===== config.mk =====
export PLATFORM = sky130hd
export DESIGN_NAME = ikaopll_cyclegen
export DESIGN_NICKNAME = d
export VERILOG_FILES = /design/src/rtl/ikaopll_pkg.sv /design/src/rtl/ikaopll_prescaler.sv /design/src/rtl/ikaopll_cyclegen.sv
export SDC_FILE = /design/constraint.sdc
export NUM_CORES = 1
export LEC_CHECK = 0
export CORE_AREA = 5 5 42 44
export CTS_BUF_LIST = sky130_fd_sc_hd__clkbuf_16
export CTS_CLUSTER_DIAMETER = 50
export DETAILED_ROUTE_END_ITERATION = 12
export DIE_AREA = 0 0 47 49
export DONT_BUFFER_PORTS = 1
export PLACE_DENSITY_LB_ADDON = 0.05
export SLEW_MARGIN = 10
export SYNTH_ARGS = -nofsm -noshare
export SYNTH_HDL_FRONTEND = slang
export SYNTH_HIERARCHICAL = 1
export SYNTH_SLANG_ARGS = --single-unit

===== constraint.sdc =====
create_clock -name i_EMUCLK -period 1.32 [get_ports i_EMUCLK]
set_input_delay 0.33 -clock i_EMUCLK [delete_from_list [all_inputs] [get_ports i_EMUCLK]]
set_output_delay 0.33 -clock i_EMUCLK [all_outputs]
set_load 0.005 [all_outputs]

===== src/rtl/ikaopll_pkg.sv =====
// Shared definitions for the IKAOPLL timing blocks: operator roles,
// width derivation and parameter legality.
package ikaopll_pkg;

    typedef enum logic {
        ROLE_MOD = 1'b0,
        ROLE_CAR = 1'b1
    } role_e;

    function automatic int clog2(input int v);
        int r;
        r = 0;
        while ((1 << r) < v) r++;
        return r;
    endfunction

    function automatic int cyc_width(input int channels);
        return clog2(2 * channels);
    endfunction

    function automatic int ch_width(input int channels);
        return clog2(channels);
    endfunction

    function automatic bit params_ok(input int prescale, input int channels, input int rhythm_channels);
        return (prescale >= 4) && (prescale <= 16) && (prescale % 2 == 0) &&
               (channels >= 2) && (channels <= 16) &&
               (rhythm_channels >= 0) && (rhythm_channels <= channels);
    endfunction

endpackage


===== src/rtl/ikaopll_prescaler.sv =====
// Divides the phiM enable stream into phi1 positive/negative edge enables.
module ikaopll_prescaler
    import ikaopll_pkg::*;
#(
    parameter int PRESCALE = 4
) (
    input  logic i_EMUCLK,
    input  logic i_RST,
    input  logic i_phiM_PCEN_n,
    output logic o_phi1_PCEN_n,
    output logic o_phi1_NCEN_n
);

    localparam int PW = clog2(PRESCALE);
    localparam logic [PW-1:0] P_LAST = PW'(PRESCALE - 1);
    localparam logic [PW-1:0] P_HALF = PW'(PRESCALE / 2);

    logic [PW-1:0] p_q, p_d;
    logic          en;

    // Reset masks the enable so no phi1 event can leak out while held.
    always_comb begin
        en  = ~i_phiM_PCEN_n & ~i_RST;
        p_d = p_q;
        if (en) p_d = (p_q == P_LAST) ? '0 : p_q + 1'b1;
    end

    always_ff @(posedge i_EMUCLK) begin
        if (i_RST) p_q <= '0;
        else       p_q <= p_d;
    end

    assign o_phi1_NCEN_n = ~(en && (p_q == '0));
    assign o_phi1_PCEN_n = ~(en && (p_q == P_HALF));

endmodule


===== src/rtl/ikaopll_cyclegen.sv =====
// Operator cycle sequencer: walks modulator/carrier slots per channel and
// emits melody/rhythm sample strobes and the frame-wrap strobe.
module ikaopll_cyclegen
    import ikaopll_pkg::*;
#(
    parameter  int PRESCALE        = 4,
    parameter  int CHANNELS        = 9,
    parameter  int RHYTHM_CHANNELS = 3,
    localparam int CW              = cyc_width(CHANNELS),
    localparam int HW              = ch_width(CHANNELS)
) (
    input  logic          i_EMUCLK,
    input  logic          i_RST,
    input  logic          i_phiM_PCEN_n,
    input  logic          i_RHYTHM_EN,
    output logic          o_phi1_PCEN_n,
    output logic          o_phi1_NCEN_n,
    output logic          o_DAC_EN,
    output logic [CW-1:0] o_CYCLE,
    output logic [HW-1:0] o_CH,
    output logic          o_MnC_SEL,
    output logic          o_RHYTHM_CTRL,
    output logic          o_CYCLE_00,
    output logic          o_CYCLE_LAST,
    output logic          o_MO_SAMPLE,
    output logic          o_RO_SAMPLE,
    output logic          o_FRAME
);

    if (!params_ok(PRESCALE, CHANNELS, RHYTHM_CHANNELS)) begin : g_bad_params
        $error("ikaopll_cyclegen: illegal PRESCALE/CHANNELS/RHYTHM_CHANNELS");
    end

    localparam logic [CW-1:0] C_LAST  = CW'(2 * CHANNELS - 1);
    // One extra bit so CHANNELS itself is representable when no rhythm slots exist.
    localparam logic [HW:0]   R_FIRST = (HW + 1)'(CHANNELS - RHYTHM_CHANNELS);

    logic          phi1_pos;
    logic [CW-1:0] c_q, c_d;
    logic          rhythm_q, rhythm_d;
    logic          carrier, last, rhythm_ch;

    ikaopll_prescaler #(.PRESCALE(PRESCALE)) u_prescaler (
        .i_EMUCLK     (i_EMUCLK),
        .i_RST        (i_RST),
        .i_phiM_PCEN_n(i_phiM_PCEN_n),
        .o_phi1_PCEN_n(o_phi1_PCEN_n),
        .o_phi1_NCEN_n(o_phi1_NCEN_n)
    );

    assign phi1_pos  = ~o_phi1_PCEN_n;
    assign last      = (c_q == C_LAST);
    assign carrier   = (role_e'(c_q[0]) == ROLE_CAR);
    assign rhythm_ch = (RHYTHM_CHANNELS != 0) && rhythm_q && ({1'b0, o_CH} >= R_FIRST);

    // Rhythm mode is latched only at the wrap so a frame never mixes modes.
    always_comb begin
        c_d      = c_q;
        rhythm_d = rhythm_q;
        if (phi1_pos) begin
            c_d = last ? '0 : c_q + 1'b1;
            if (last) rhythm_d = i_RHYTHM_EN;
        end
    end

    always_ff @(posedge i_EMUCLK) begin
        if (i_RST) begin
            c_q      <= '0;
            rhythm_q <= 1'b0;
        end else begin
            c_q      <= c_d;
            rhythm_q <= rhythm_d;
        end
    end

    assign o_DAC_EN      = ~o_phi1_NCEN_n;
    assign o_CYCLE       = c_q;
    assign o_CH          = c_q[CW-1:1];
    assign o_MnC_SEL     = c_q[0];
    assign o_RHYTHM_CTRL = rhythm_ch;
    assign o_CYCLE_00    = (c_q == '0);
    assign o_CYCLE_LAST  = last;
    assign o_MO_SAMPLE   = phi1_pos & carrier & ~rhythm_ch;
    assign o_RO_SAMPLE   = phi1_pos & carrier & rhythm_ch;
    assign o_FRAME       = phi1_pos & last;

endmodule


==> impl_metrics.env <==
export IMPL_placed_area_um2=626
export IMPL_final_layout_size_suffix_gt1_frac=0.701
export IMPL_die_area_um2=2300
export IMPL_holdWs_ns=0.152
export IMPL_synth_cell_types=22
export IMPL_grt_usage=0.154
export IMPL_antenna_found_initial=0
export IMPL_worstSetupStartpointType="flop"
export IMPL_worst_path_max_delay_cell="dfxtp_4"
export IMPL_hold_depth=1
export IMPL_coreArea_um2=1400
export IMPL_peakVddDrop_v=0.000858
export IMPL_num_rows=14
export IMPL_worstRegToRegCells=6
export IMPL_synth_seq_area_share=0.308
export IMPL_hold_violations=0
export IMPL_max_clock_path_buffers=2
export IMPL_totalPowerFinal_uw=862
export IMPL_yosysWarnings=6
export IMPL_insertion_delay_ns=0.24
export IMPL_port_buffers=0
export IMPL_dr_pass1_iters=2
export IMPL_io_pins=23
export IMPL_min_from="i_RST"
export IMPL_cts_tree="built"
export IMPL_period_needed_ns=1.45
export IMPL_crit_path_end_kind="output pin"
export IMPL_power_density_nw_per_um2=937
export IMPL_cts_sinks=8
export IMPL_vias=469
export IMPL_synth_cells=58
export IMPL_numCtsBuffers=3
export IMPL_leakagePower_nw=0.406
export IMPL_fin_worst_skew_ns=0.00389
export IMPL_reg2reg_from="u_prescaler/p_q[0]$_SDFFE_PP0P_"
export IMPL_netlist_area_um2=520
export IMPL_finalCritPeriodShare=1.10
export IMPL_crit_fanout=4
export IMPL_cts_root_buf="clkbuf_16"
export IMPL_synth_edf_count=0
export IMPL_setup_slack_ns=-0.132
export IMPL_violations="setup timing"
export IMPL_grt_pass1_vias=519
export IMPL_nets=89
export IMPL_hpwl_um=1000
export IMPL_setup_viol=7
export IMPL_relSlewSlack=0.807
export IMPL_n_antenna_cell=0
export IMPL_synthesis_nets=68
export IMPL_wire_per_inst_um=15.4
export IMPL_path_class="reg2out"
export IMPL_place_gp_congestion=0.756
export IMPL_rsz0062_at_grt="true"
export IMPL_vias_per_cell=5.04
export IMPL_min_delay_path_class="in2reg"
export IMPL_h_tree_depth=1
export IMPL_synthFlopType="dfxtp_1"
export IMPL_crit_arrival_ns=1.12
export IMPL_slew_violations=0
export IMPL_required_ns=0.99
export IMPL_grt_start_max_net_pins=9
export IMPL_grt_overflow=0
export IMPL_fin_area_um2=921
export IMPL_critPathMaxStageDelay_ns=0.36
export IMPL_synth_avg_cell_area_um2=8.97
export IMPL_fmax_ghz=0.688
export IMPL_drt_iter0_markers=5
export IMPL_status="finished with violations"
export IMPL_ys_async_sr_fraction=0
export IMPL_worstMarginPinSlew_ns=0.289
export IMPL_areaGrowthSynthToFinish_pct=76.9
export IMPL_wl_um=1430
export IMPL_grt_pass1_wl_um=2500
export IMPL_ys_seq_elements=8
export IMPL_die_height_um=49
export IMPL_ant_nets=0
export IMPL_drv_cap=0
export IMPL_initial_utilization=0.371
export IMPL_drc=0
export IMPL_crit_chain="inv_4 > ha_4 > nor4b_4 > buf_4"
export IMPL_chipWidth_um=47
export IMPL_path_clk_slew_ns=0.04
export IMPL_fin_tns_setup_ns=-0.444
export IMPL_crit_path_start="o_CYCLE[0]$_SDFFE_PP0N_"
==> worst max-delay path, delay by kind of cell, from the launching register on <==
family	cells	cell delay, ns
adders and majority gates	1	0.11
and+or+nand+nor	1	0.20
DFF	1	0.36
buffers and inverters	2	0.21
==> cell type report <==
type	instances	area, um2
flip-flops and latches	8	179
well taps	16	20.0
inverters	6	27.5
repair buffers	22	184
clock buffers	3	75.1
fillers	114	480
multi-input cells	38	435
==> timing repair <==
action / CTS / global route
setup buffers: 5 / 1
hold endpoints to repair: 0 / 0
hold buffers: 0 / 0
gates cloned: 0 / 0
gates resized for setup: 44 / 4
pin swaps: 5 / 4
setup endpoints to repair: 15 / 16
==> state kept, by name (all words and copies together) (netlist names) <==
register,flops
o_CYCLE,5
rhythm_q,1
u_prescaler/p_q,2
==> logic make-up (layout without fill, tap and decap cells) <==
family          Yosys count  count (layout)  share of synthesized area
compound gates            5               5                     0.0601
xor+xnor                  4               4                     0.0673
fa+ha+maj                 6               6                      0.144
buf+inv                  12              31                      0.123
flops                     8               8                      0.308
mux                       2               2                     0.0385
simple gates             21              21                      0.260
==> cell usage after synthesis (all sizes together), types with 2 or more instances <==
cell    number  area share
buf          5       0.072
nor2b        2       0.024
ha           6        0.14
dfxtp        8        0.31
inv          6       0.043
nand2        3       0.022
a21oi        3       0.036
nand4b       2       0.034
nor2         8       0.058
xor2         3       0.050
mux2i        2       0.038
==> final timing paths <==
| check | slack (ns) | endpoint |
|---|---|---|
| setup / recovery | -0.13 | o_CYCLE_00 |
| setup reg to reg | 0.01 | rhythm_q$_SDFFE_PP0P_ |
| hold / removal | 0.15 | u_prescaler/p_q[0]$_SDFFE_PP0P_ |
| hold reg to reg | 0.47 | rhythm_q$_SDFFE_PP0P_ |
==> report_power, final <==
group          total, mW  switching, mW  internal [mW]
sequential         0.249        0.00584          0.243
clock              0.515          0.124          0.391
combinational     0.0988         0.0443         0.0545
==> layer usage <==
layer | vias up | track usage | share of wire
li1 | 226 | - | -
met1 | 229 | 0.167 | 0.37
met2 | 12 | 0.260 | 0.57
met3 | 2 | 0.0369 | 0.045
met4 | 0 | 0.0829 | 0.017
met5 | - | 0 | 0
==> stage by stage <==
stage / util / setup WS [ns] / cells
6_report: 0.657 / -0.132 / 93
5_1_grt: 0.657 / -0.174 / 93
4_1_cts: 0.640 / -0.117 / 92
3_5_place_dp: 0.446 / -0.0598 / 84
3_3_place_gp: 0.446 / -0.0165 / 84
2_1_floorplan: - / -0.00488 / 58
==> layout by cell type (no fill, tap or decap), drive strengths merged, types with 2 or more instances in the layout <==
cell type  instances
a21oi              3
nor2               8
xor2               3
dfxtp              8
clkbuf             3
nor2b              2
buf               22
nand4b             2
ha                 6
nand2              3
mux2i              2
inv                6
(Power assumes the default switching activity.)
